--- config.mk ---
export PLATFORM = sky130hd
export DESIGN_NAME = truth_table_sweep
export DESIGN_NICKNAME = d
export VERILOG_FILES = /design/src/rtl/sweep_pkg.sv /design/src/rtl/truth_table_sweep_hold_timer.sv /design/src/rtl/truth_table_sweep.sv
export SDC_FILE = /design/constraint.sdc
export NUM_CORES = 1
export LEC_CHECK = 0
export ABC_AREA = 0
export BUFFER_PORTS_ARGS = -buffer_cell sky130_fd_sc_hd__buf_2
export CORE_ASPECT_RATIO = 0.9
export CORE_MARGIN = 2
export CORE_UTILIZATION = 54
export CTS_BUF_LIST = sky130_fd_sc_hd__clkbuf_4 sky130_fd_sc_hd__clkbuf_8 sky130_fd_sc_hd__clkbuf_16
export CTS_CLUSTER_SIZE = 24
export DETAILED_ROUTE_END_ITERATION = 10
export PLACE_DENSITY = 0.78
export SYNTH_ARGS = -nofsm -noshare
export SYNTH_HDL_FRONTEND = slang
export SYNTH_SLANG_ARGS = --single-unit
export TNS_END_PERCENT = 20
--- constraint.sdc ---
create_clock -name clk -period 2.9 [get_ports clk]
set_input_delay 0.29 -clock clk [delete_from_list [all_inputs] [get_ports clk]]
set_output_delay 0.29 -clock clk [all_outputs]
set_load 0.1 [all_outputs]
--- src/rtl/sweep_pkg.sv ---
// Shared state encoding and width helper for the truth-table sweep engine.
package sweep_pkg;

    typedef enum logic [1:0] {
        IDLE = 2'd0,
        RUN  = 2'd1,
        DONE = 2'd2
    } sweep_state_t;

    function automatic int clog2(input int value);
        int result;
        int remaining;
        result    = 0;
        remaining = value - 1;
        while (remaining > 0) begin
            result++;
            remaining = remaining >> 1;
        end
        return result;
    endfunction

endpackage

--- src/rtl/truth_table_sweep_hold_timer.sv ---
// Counts the cycles a combination is held and ticks on the last one.
module hold_timer
    import sweep_pkg::*;
#(
    parameter int HOLD = 10
) (
    input  logic clk,
    input  logic reset_n,
    input  logic enable,
    input  logic clear,
    output logic tick
);

    localparam int W = (clog2(HOLD) < 1) ? 1 : clog2(HOLD);
    localparam logic [W-1:0] LAST_COUNT = W'(HOLD - 1);

    logic [W-1:0] count;

    assign tick = enable && (count == LAST_COUNT);

    always_ff @(posedge clk or negedge reset_n) begin
        if (!reset_n) begin
            count <= '0;
        end else if (clear) begin
            count <= '0;
        end else if (enable) begin
            count <= tick ? '0 : count + 1'b1;
        end
    end

endmodule

--- src/rtl/truth_table_sweep.sv ---
// Sweeps every input combination into a block under test, captures its
// responses into a truth table and compares that table against a golden one.
module truth_table_sweep
    import sweep_pkg::*;
#(
    parameter int N_IN  = 3,
    parameter int N_OUT = 1,
    parameter int HOLD  = 10
) (
    input  logic                        clk,
    input  logic                        reset_n,
    input  logic                        start_in,
    input  logic                        abort_in,
    input  logic [(2**N_IN)*N_OUT-1:0]  expect_in,
    input  logic [N_OUT-1:0]            dut_in,
    output logic [N_IN-1:0]             stim_out,
    output logic [N_IN-1:0]             index_out,
    output logic [(2**N_IN)*N_OUT-1:0]  table_out,
    output logic                        busy_out,
    output logic                        done_out,
    output logic                        match_out
);

    localparam int TABLE_W = (2**N_IN) * N_OUT;
    localparam int IW      = N_IN + 1;
    localparam logic [IW-1:0] LAST_INDEX = IW'(2**N_IN - 1);

    sweep_state_t         state;
    sweep_state_t         state_next;
    logic [IW-1:0]        index;
    logic                 timer_enable;
    logic                 sample_tick;
    logic                 last_sample;
    logic [TABLE_W-1:0]   captured_table;

    assign timer_enable = (state == RUN) && !abort_in;
    assign last_sample  = sample_tick && (index == LAST_INDEX);
    assign stim_out     = index[N_IN-1:0];
    assign index_out    = index[N_IN-1:0];

    hold_timer #(
        .HOLD(HOLD)
    ) u_hold_timer (
        .clk     (clk),
        .reset_n (reset_n),
        .enable  (timer_enable),
        .clear   (!timer_enable),
        .tick    (sample_tick)
    );

    // Table as it will look once the current response is written in, so the
    // final compare sees the last slice on the same edge it is captured.
    always_comb begin
        captured_table = table_out;
        captured_table[int'(index[N_IN-1:0]) * N_OUT +: N_OUT] = dut_in;
    end

    always_ff @(posedge clk or negedge reset_n) begin
        if (!reset_n) begin
            state <= IDLE;
        end else begin
            state <= state_next;
        end
    end

    always_comb begin
        state_next = state;
        case (state)
            IDLE:    if (start_in) state_next = RUN;
            RUN: begin
                if (abort_in) begin
                    state_next = IDLE;
                end else if (last_sample) begin
                    state_next = DONE;
                end
            end
            DONE:    state_next = IDLE;
            default: state_next = IDLE;
        endcase
    end

    // Abort takes priority over a sample on the same edge, so an aborted
    // sweep never pulses done_out or updates match_out.
    always_ff @(posedge clk or negedge reset_n) begin
        if (!reset_n) begin
            index     <= '0;
            table_out <= '0;
            busy_out  <= 1'b0;
            done_out  <= 1'b0;
            match_out <= 1'b0;
        end else begin
            done_out <= 1'b0;
            case (state)
                IDLE: begin
                    if (start_in) begin
                        index     <= '0;
                        table_out <= '0;
                        busy_out  <= 1'b1;
                        match_out <= 1'b0;
                    end
                end
                RUN: begin
                    if (abort_in) begin
                        index    <= '0;
                        busy_out <= 1'b0;
                    end else if (sample_tick) begin
                        table_out <= captured_table;
                        if (last_sample) begin
                            index     <= '0;
                            busy_out  <= 1'b0;
                            done_out  <= 1'b1;
                            match_out <= (captured_table == expect_in);
                        end else begin
                            index <= index + 1'b1;
                        end
                    end
                end
                default: ;
            endcase
        end
    end

endmodule

# Word-level counts from Yosys, hierarchy flattened
# Cells that the tools add are included.
word_totals:
  ff_bits: 21
  output_inout_bits: 17
classes:
  n_addsub: 3
  eq_ne: 10
  shifts: 2
  muxes: 30
  reduce_logical: 11
op_table:
  columns: ["cell", "count"]
  rows:
  - ["negator 3 -> 33 bit", 1]
  - ["variable shift 1 x 33 -> 8 bit (first input constant)", 1]
  - ["indexed part select 1 x 33 -> 8 bit", 1]
  - ["two-way mux 4 bit", 6]
  - ["two-way mux 8 bit", 3]
  - ["case mux 8 bit (2 select lines)", 1]
  - ["two-way mux 1 bit", 12]
  - ["adder 4 x 1 -> 4 bit (second input constant)", 2]
  - ["bitwise mux 8 bit", 1]
  - ["equality test 8 bit", 1]
  - ["!= test 2 bit (second input constant)", 4]
  - ["case mux 4 bit (2 select lines)", 1]
  - ["AND reduction 4 bit", 2]
  - ["two-way mux 2 bit", 3]
  - ["!= test 3 bit (second input constant)", 2]
  - ["AND reduction 5 bit", 1]
  - ["equality test 4 x 3 -> 1 bit (second input constant)", 1]
  - ["equality test 4 bit (second input constant)", 1]
  - ["case mux 1 bit (2 select lines)", 2]
  - ["case mux 2 bit (2 select lines)", 1]
  - ["logical AND 1 bit", 3]
  - ["AND reduction 3 bit", 1]
  - ["equality test 2 x 1 -> 1 bit (second input constant)", 1]
  - ["zero test 2 bit", 1]
  - ["3 further kinds", 3]

# Logic depth before layout (Yosys ltp)
depth:
  ltp_word: 8
  ltp_mapped: 11
  mapped_depth_nobuf: 9

# Hierarchy
# From an unflattened synthesis, not the netlist that was laid out.
unflattened:
  cells_unflattened: 177
  hier_area_um2: 1569.0
by_module_without_submodules:
  columns: ["mod", "instances", "cells_each", "area_per_inst_um2", "seq_area_each_um2"]
  rows:
  - ["truth_table_sweep", 1, 151, 1327.5, 425.4]
  - ["hold_timer", 1, 26, 241.5, 100.1]

# Worst setup path before layout
# No wires, ideal clock.
synth_path:
  path_type: "flip-flop to flip-flop"
  from: "register index[0]"
  to: "register match_out"
  setup_ns: 0.092
  t_arrival_ns: 2.549
  t_required_ns: 2.808
  setup_slack_ns: 0.259
  path_stages_with_launch: 12
  synth_period_minus_slack_ns: 2.641
  cell_sequence: "dfrtp_1 > clkbuf_1 > inv_1 > ha_1 > ha_1 > inv_1 > and3_1 > clkbuf_1 > mux2i_1 > a2111oi_4 > nand4_1 > o31ai_2"
synth_between:
  elab_chain_len: 8
  word_cells_on_any_way: 13
  cone_classes: "add/sub: 1; eq/ne: 3; shift: 2; mux: 5; reduce/logical: 2"
synth_rtl:
  columns: ["item", "line_no", "source"]
  rows:
  - ["start: declaration", "truth_table_sweep.sv:30", "logic [IW-1:0] index;"]
  - ["start signal: assignment", "truth_table_sweep.sv:114", "index <= index + 1'b1;"]
  - ["negator 3 -> 33 bit", "truth_table_sweep.sv:55", "captured_table[int'(index[N_IN-1:0]) * N_OUT +: N_OUT] = dut_in;"]
  - ["indexed part select 1 x 33 -> 8 bit or variable shift 1 x 33 -> 8 bit (tied branches)", "truth_table_sweep.sv:55", null]
  - ["bitwise mux 8 bit", "truth_table_sweep.sv:55", null]
  - ["equality test 8 bit", "truth_table_sweep.sv:112", "match_out <= (captured_table == expect_in);"]
  - ["two-way mux 1 bit", "truth_table_sweep.sv:108", "if (last_sample) begin"]
  - ["two-way mux 1 bit", "truth_table_sweep.sv:106", "end else if (sample_tick) begin"]
  - ["two-way mux 1 bit", "truth_table_sweep.sv:103", "if (abort_in) begin"]
  - ["case mux 1 bit (2 select lines)", "truth_table_sweep.sv:93", "case (state)"]
  - ["end signal: assignment", "truth_table_sweep.sv:112", null]
  - ["end: declaration", "truth_table_sweep.sv:21", "output logic match_out"]
# Parallel ways exist; a longest one is shown, timed or not. The select of a mux whose other input is x is not followed.
# A chain may end at the register's enable or synchronous reset.

# Worst setup path after layout
layout_path:
  from: "register index[1]"
  to: "register match_out"
# Same word-level chain as after synthesis.

==> results by group <==
Synth
  – Number of cells produced by synthesis: ~160
  – Count leader, synth: dfrtp_1
  – Ys async rst share: 100%
  – Warnings from Yosys: 0
  – Number of enable flip-flop cells after synthesis: 0
  – Sequential area share after synthesis: between 30 and 40%
  – Synth Flop Type: dfrtp_1
  – Largest area contributor in the netlist: dfrtp_1
  – Mapped Nets: 183
  – Area contributors post-synth: dfrtp_1 37%, ha_1 7.1%, o21ai_0 5.6%, nand2_1 4.5%, xor2_1 3.7%
  – Cell area after synthesis: 1420 um2
  – #FFs+latches synth: 21
  – Commonest cells in the netlist: 21 x dfrtp_1, 17 x nand2_1, 16 x o21ai_0
  – Count of cell types in the netlist: 45
  – Syn avg cell area: approximately 8.8 um2
  – Area share of the largest cell type after synthesis: 37.1%

Pwr
  – Pwr Density: ~340 nW/um2
  – Power share of the combinational group: 16.4%
  – Sequential share of power: 56.6%
  – Net Sw Frac: 30.5%
  – Clock share of power: a little over a quarter
  – NetSw: 166 uW
  – Leak: 0.000757 uW
  – Peak supply drop: 0.390 mV
  – Internal cell power: 378 uW

Die
  – Core area: 2470 um2
  – Starting Density: between 50% and 60%
  – Die width: 58.0 um
  – Top Ports: 30
  – Row cnt: 17
  – Die footprint: 3050 um2
  – Die Y: 52.6 um

Worst setup path
  – Most frequent CP cell: ha_1
  – Slowest cell on crit path: dfrtp_2
  – CP Launch Type: flip-flop
  – Crit path kind: flip-flop to flip-flop
  – Crit path max fanout: 13
  – Critical path startpoint: index[1]$_DFFE_PN0P_
  – CP required: 3.13 ns
  – Worst r2r src: index[1]$_DFFE_PN0P_
  – CP max stage delay: 0.51 ns
  – RR Endpoint: match_out$_DFFE_PN0P_
  – WP buf/inv: 1
  – R2r setup slk: 0.36 ns
  – CP Cell Sequence: inv_1 > ha_1 > ha_1 > nor4b_1 > o21ai_0 > mux2i_1 > xor2_1 > nand4_1 > o31ai_2
  – Worst setup EP type: flip-flop
  – CP top delay family: adder cells
  – Reg2reg path depth: 9
  – WP data arrival: about 2.8 ns

Finish
  – Area Growth Syn to Fin: 11.4%
  – Layout cells sized above 1: 20.4%
  – Nets: 208
  – Diode count: 0
  – Number of fillers in the final layout: 204

Place
  – Port Buffers: 29
  – Post-DP HPWL: ~2400 um
  – RD Place Congestion: 0.838
  – Dpl ws: 0.282 ns

Detailed routing
  – # DRC: 0
  – Vias/cell: a little over 6
  – DR pass1 iterations: 4
  – WL per Instance: 14.9 um
  – First-iteration detailed-routing DRC count: 30
  – Vias after detailed routing: 1301
  – Routed Antenna Nets: 0
  – Total wire length: 3180 um

Clocking
  – Post-CTS setup buffers: 0
  – CTS H-tree depth: 1
  – Root buf cell: clkbuf_4
  – Num CTS Buffers: 3
  – Clock sink total: 21
  – Clk buf depth: 2
  – Clock-pin slew on the worst setup and hold paths: 0.12 ns
  – Worst skew pair latency: roughly 0.32 ns
  – CTS tree: done

Timing
  – Sum Neg Setup Slack: 0 ns
  – Final min period: 2.54 ns
  – Pins Over Slew Limit: 0
  – Highest clock rate: between 0.3 and 0.4 GHz
  – Final hold violations: 0
  – RSZ-0062 raised after global routing: no
  – Least-Margin Pin Slew: 0.486 ns
  – Final setup vio count: 0
  – Slew headroom: approximately two thirds
  – Post-route setup slack: 0.358 ns
  – Clock Skews: 0.00337 ns
  – Fin crit share: 87.6%

Worst hold path
  – Worst hold endpoint: table_out[0]$_DFFE_PN0P_
  – Hold path cells: 3
  – Hold_sp: dut_in
  – Hold Crit Class: input pin to flip-flop

Run status
  – Outcome: completed

Flow run
  – Number of max-cap violations: 0

Global routing
  – GRT Util Overall: 23.7%
  – Vias in the first global route: 1248
  – Initial antenna violation count: 0
  – First-pass GRT wire length: around 5400 um
  – Largest net degree at the start of global routing: 22
  – GRT overflow: 0
routing by layer:
layer / GRT usage, % / part of all wire, % / vias up
li1: - / - / 616
met1: 29.0 / 45 / 624
met2: 40.9 / 48 / 56
met3: 3.21 / 5.8 / 5
met4: 12.0 / 1.6 / 0
met5: 0 / 0 / -
through the flow:
stage	hold slack (ns)	std cells	power (uW)	area, um2	util (%)
after floorplan	-0.00559	162	372	1420	-
after global placement	0.269	209	399	1540	62.4
after detailed placement	0.278	209	402	1540	62.4
after CTS	0.286	214	548	1580	63.9
after global routing	0.288	214	569	1580	64.0
final	0.288	214	543	1580	64.0
flip-flops by register name (all words and copies together), names as in the netlist:
register,flops
busy_out,1
u_hold_timer.count,4
match_out,1
done_out,1
index,4
table_out,8
state,2
final cells by class:
type / count / area (um2) / share of cell area, %
inverters: 10 / 37.5 / 2.38
multi-input cells: 120 / 790 / 50.0
clock buffers: 3 / 22.5 / 1.43
clock inverters: 1 / 5.00 / 0.317
repair buffers: 31 / 163 / 10.3
well taps: 28 / 35.0 / 2.22
flip-flops and latches: 21 / 527 / 33.4
power by group through the flow:
stage | clock network, uW | logic (uW) | registers [uW]
3_5_place_dp | 0 | 88.8 | 313
5_1_grt | 163 | 96.8 | 309
4_1_cts | 151 | 90.1 | 308
3_3_place_gp | 0 | 86.6 | 312
6_report | 147 | 89.0 | 308
2_1_floorplan | 0 | 32.7 | 339
how the worst max path moves through the flow:
stage	to	slack (ns)	cells past startpoint
5_1_grt	match_out$_DFFE_PN0P_	0.08	9
2_1_floorplan	match_out$_DFFE_PN0P_	0.26	11
3_3_place_gp	match_out$_DFFE_PN0P_	0.47	9
6_report	match_out$_DFFE_PN0P_	0.36	9
3_5_place_dp	match_out$_DFFE_PN0P_	0.28	9
4_1_cts	match_out$_DFFE_PN0P_	0.24	9
layout by cell type (no fill, tap or decap), drive strengths merged, types with 2 or more instances in the layout:
cell type,count
nor3b,2
a21oi,10
inv,10
o21a,2
xor2,6
clkbuf,3
xnor2,2
o21ai,16
ha,8
nor2,10
nor2b,3
mux2i,3
dfrtp,21
nand2,17
nor3,3
o31ai,3
nand3,8
nand3b,3
and2,2
buf,30
or3,2
worst register-to-register path: cells and delay by family (launching register included):
| kind | cells | cell delay (ns) |
|---|---|---|
| muxes | 1 | 0.25 |
| xor gates and xnor gates | 1 | 0.18 |
| buffers and inverters | 1 | 0.11 |
| DFF | 1 | 0.51 |
| and+or+nand+nor | 2 | 0.38 |
| adders and majority gates | 2 | 0.60 |
| AOI/OAI and AO/OA | 2 | 0.44 |
timing repair:
item | CTS | global route
resized for setup | 0 | 1
hold buffers | 1 | 0
endpoints found under the hold margin | 21 | 0
setup endpoints to repair | 0 | 1
cell families (layout without fill, tap and decap cells):
family,count (synthesis),in the layout,synth area share [%]
and+or+nand+nor,58,58,21.4
AOI/OAI and AO/OA,43,43,20.1
DFF,21,21,37.1
buffers and inverters,21,45,7.24
adders and majority gates,8,8,7.06
xor gates and xnor gates,8,8,4.94
muxes,3,3,2.12
No activity file was read; power rests on OpenSTA's default activity.
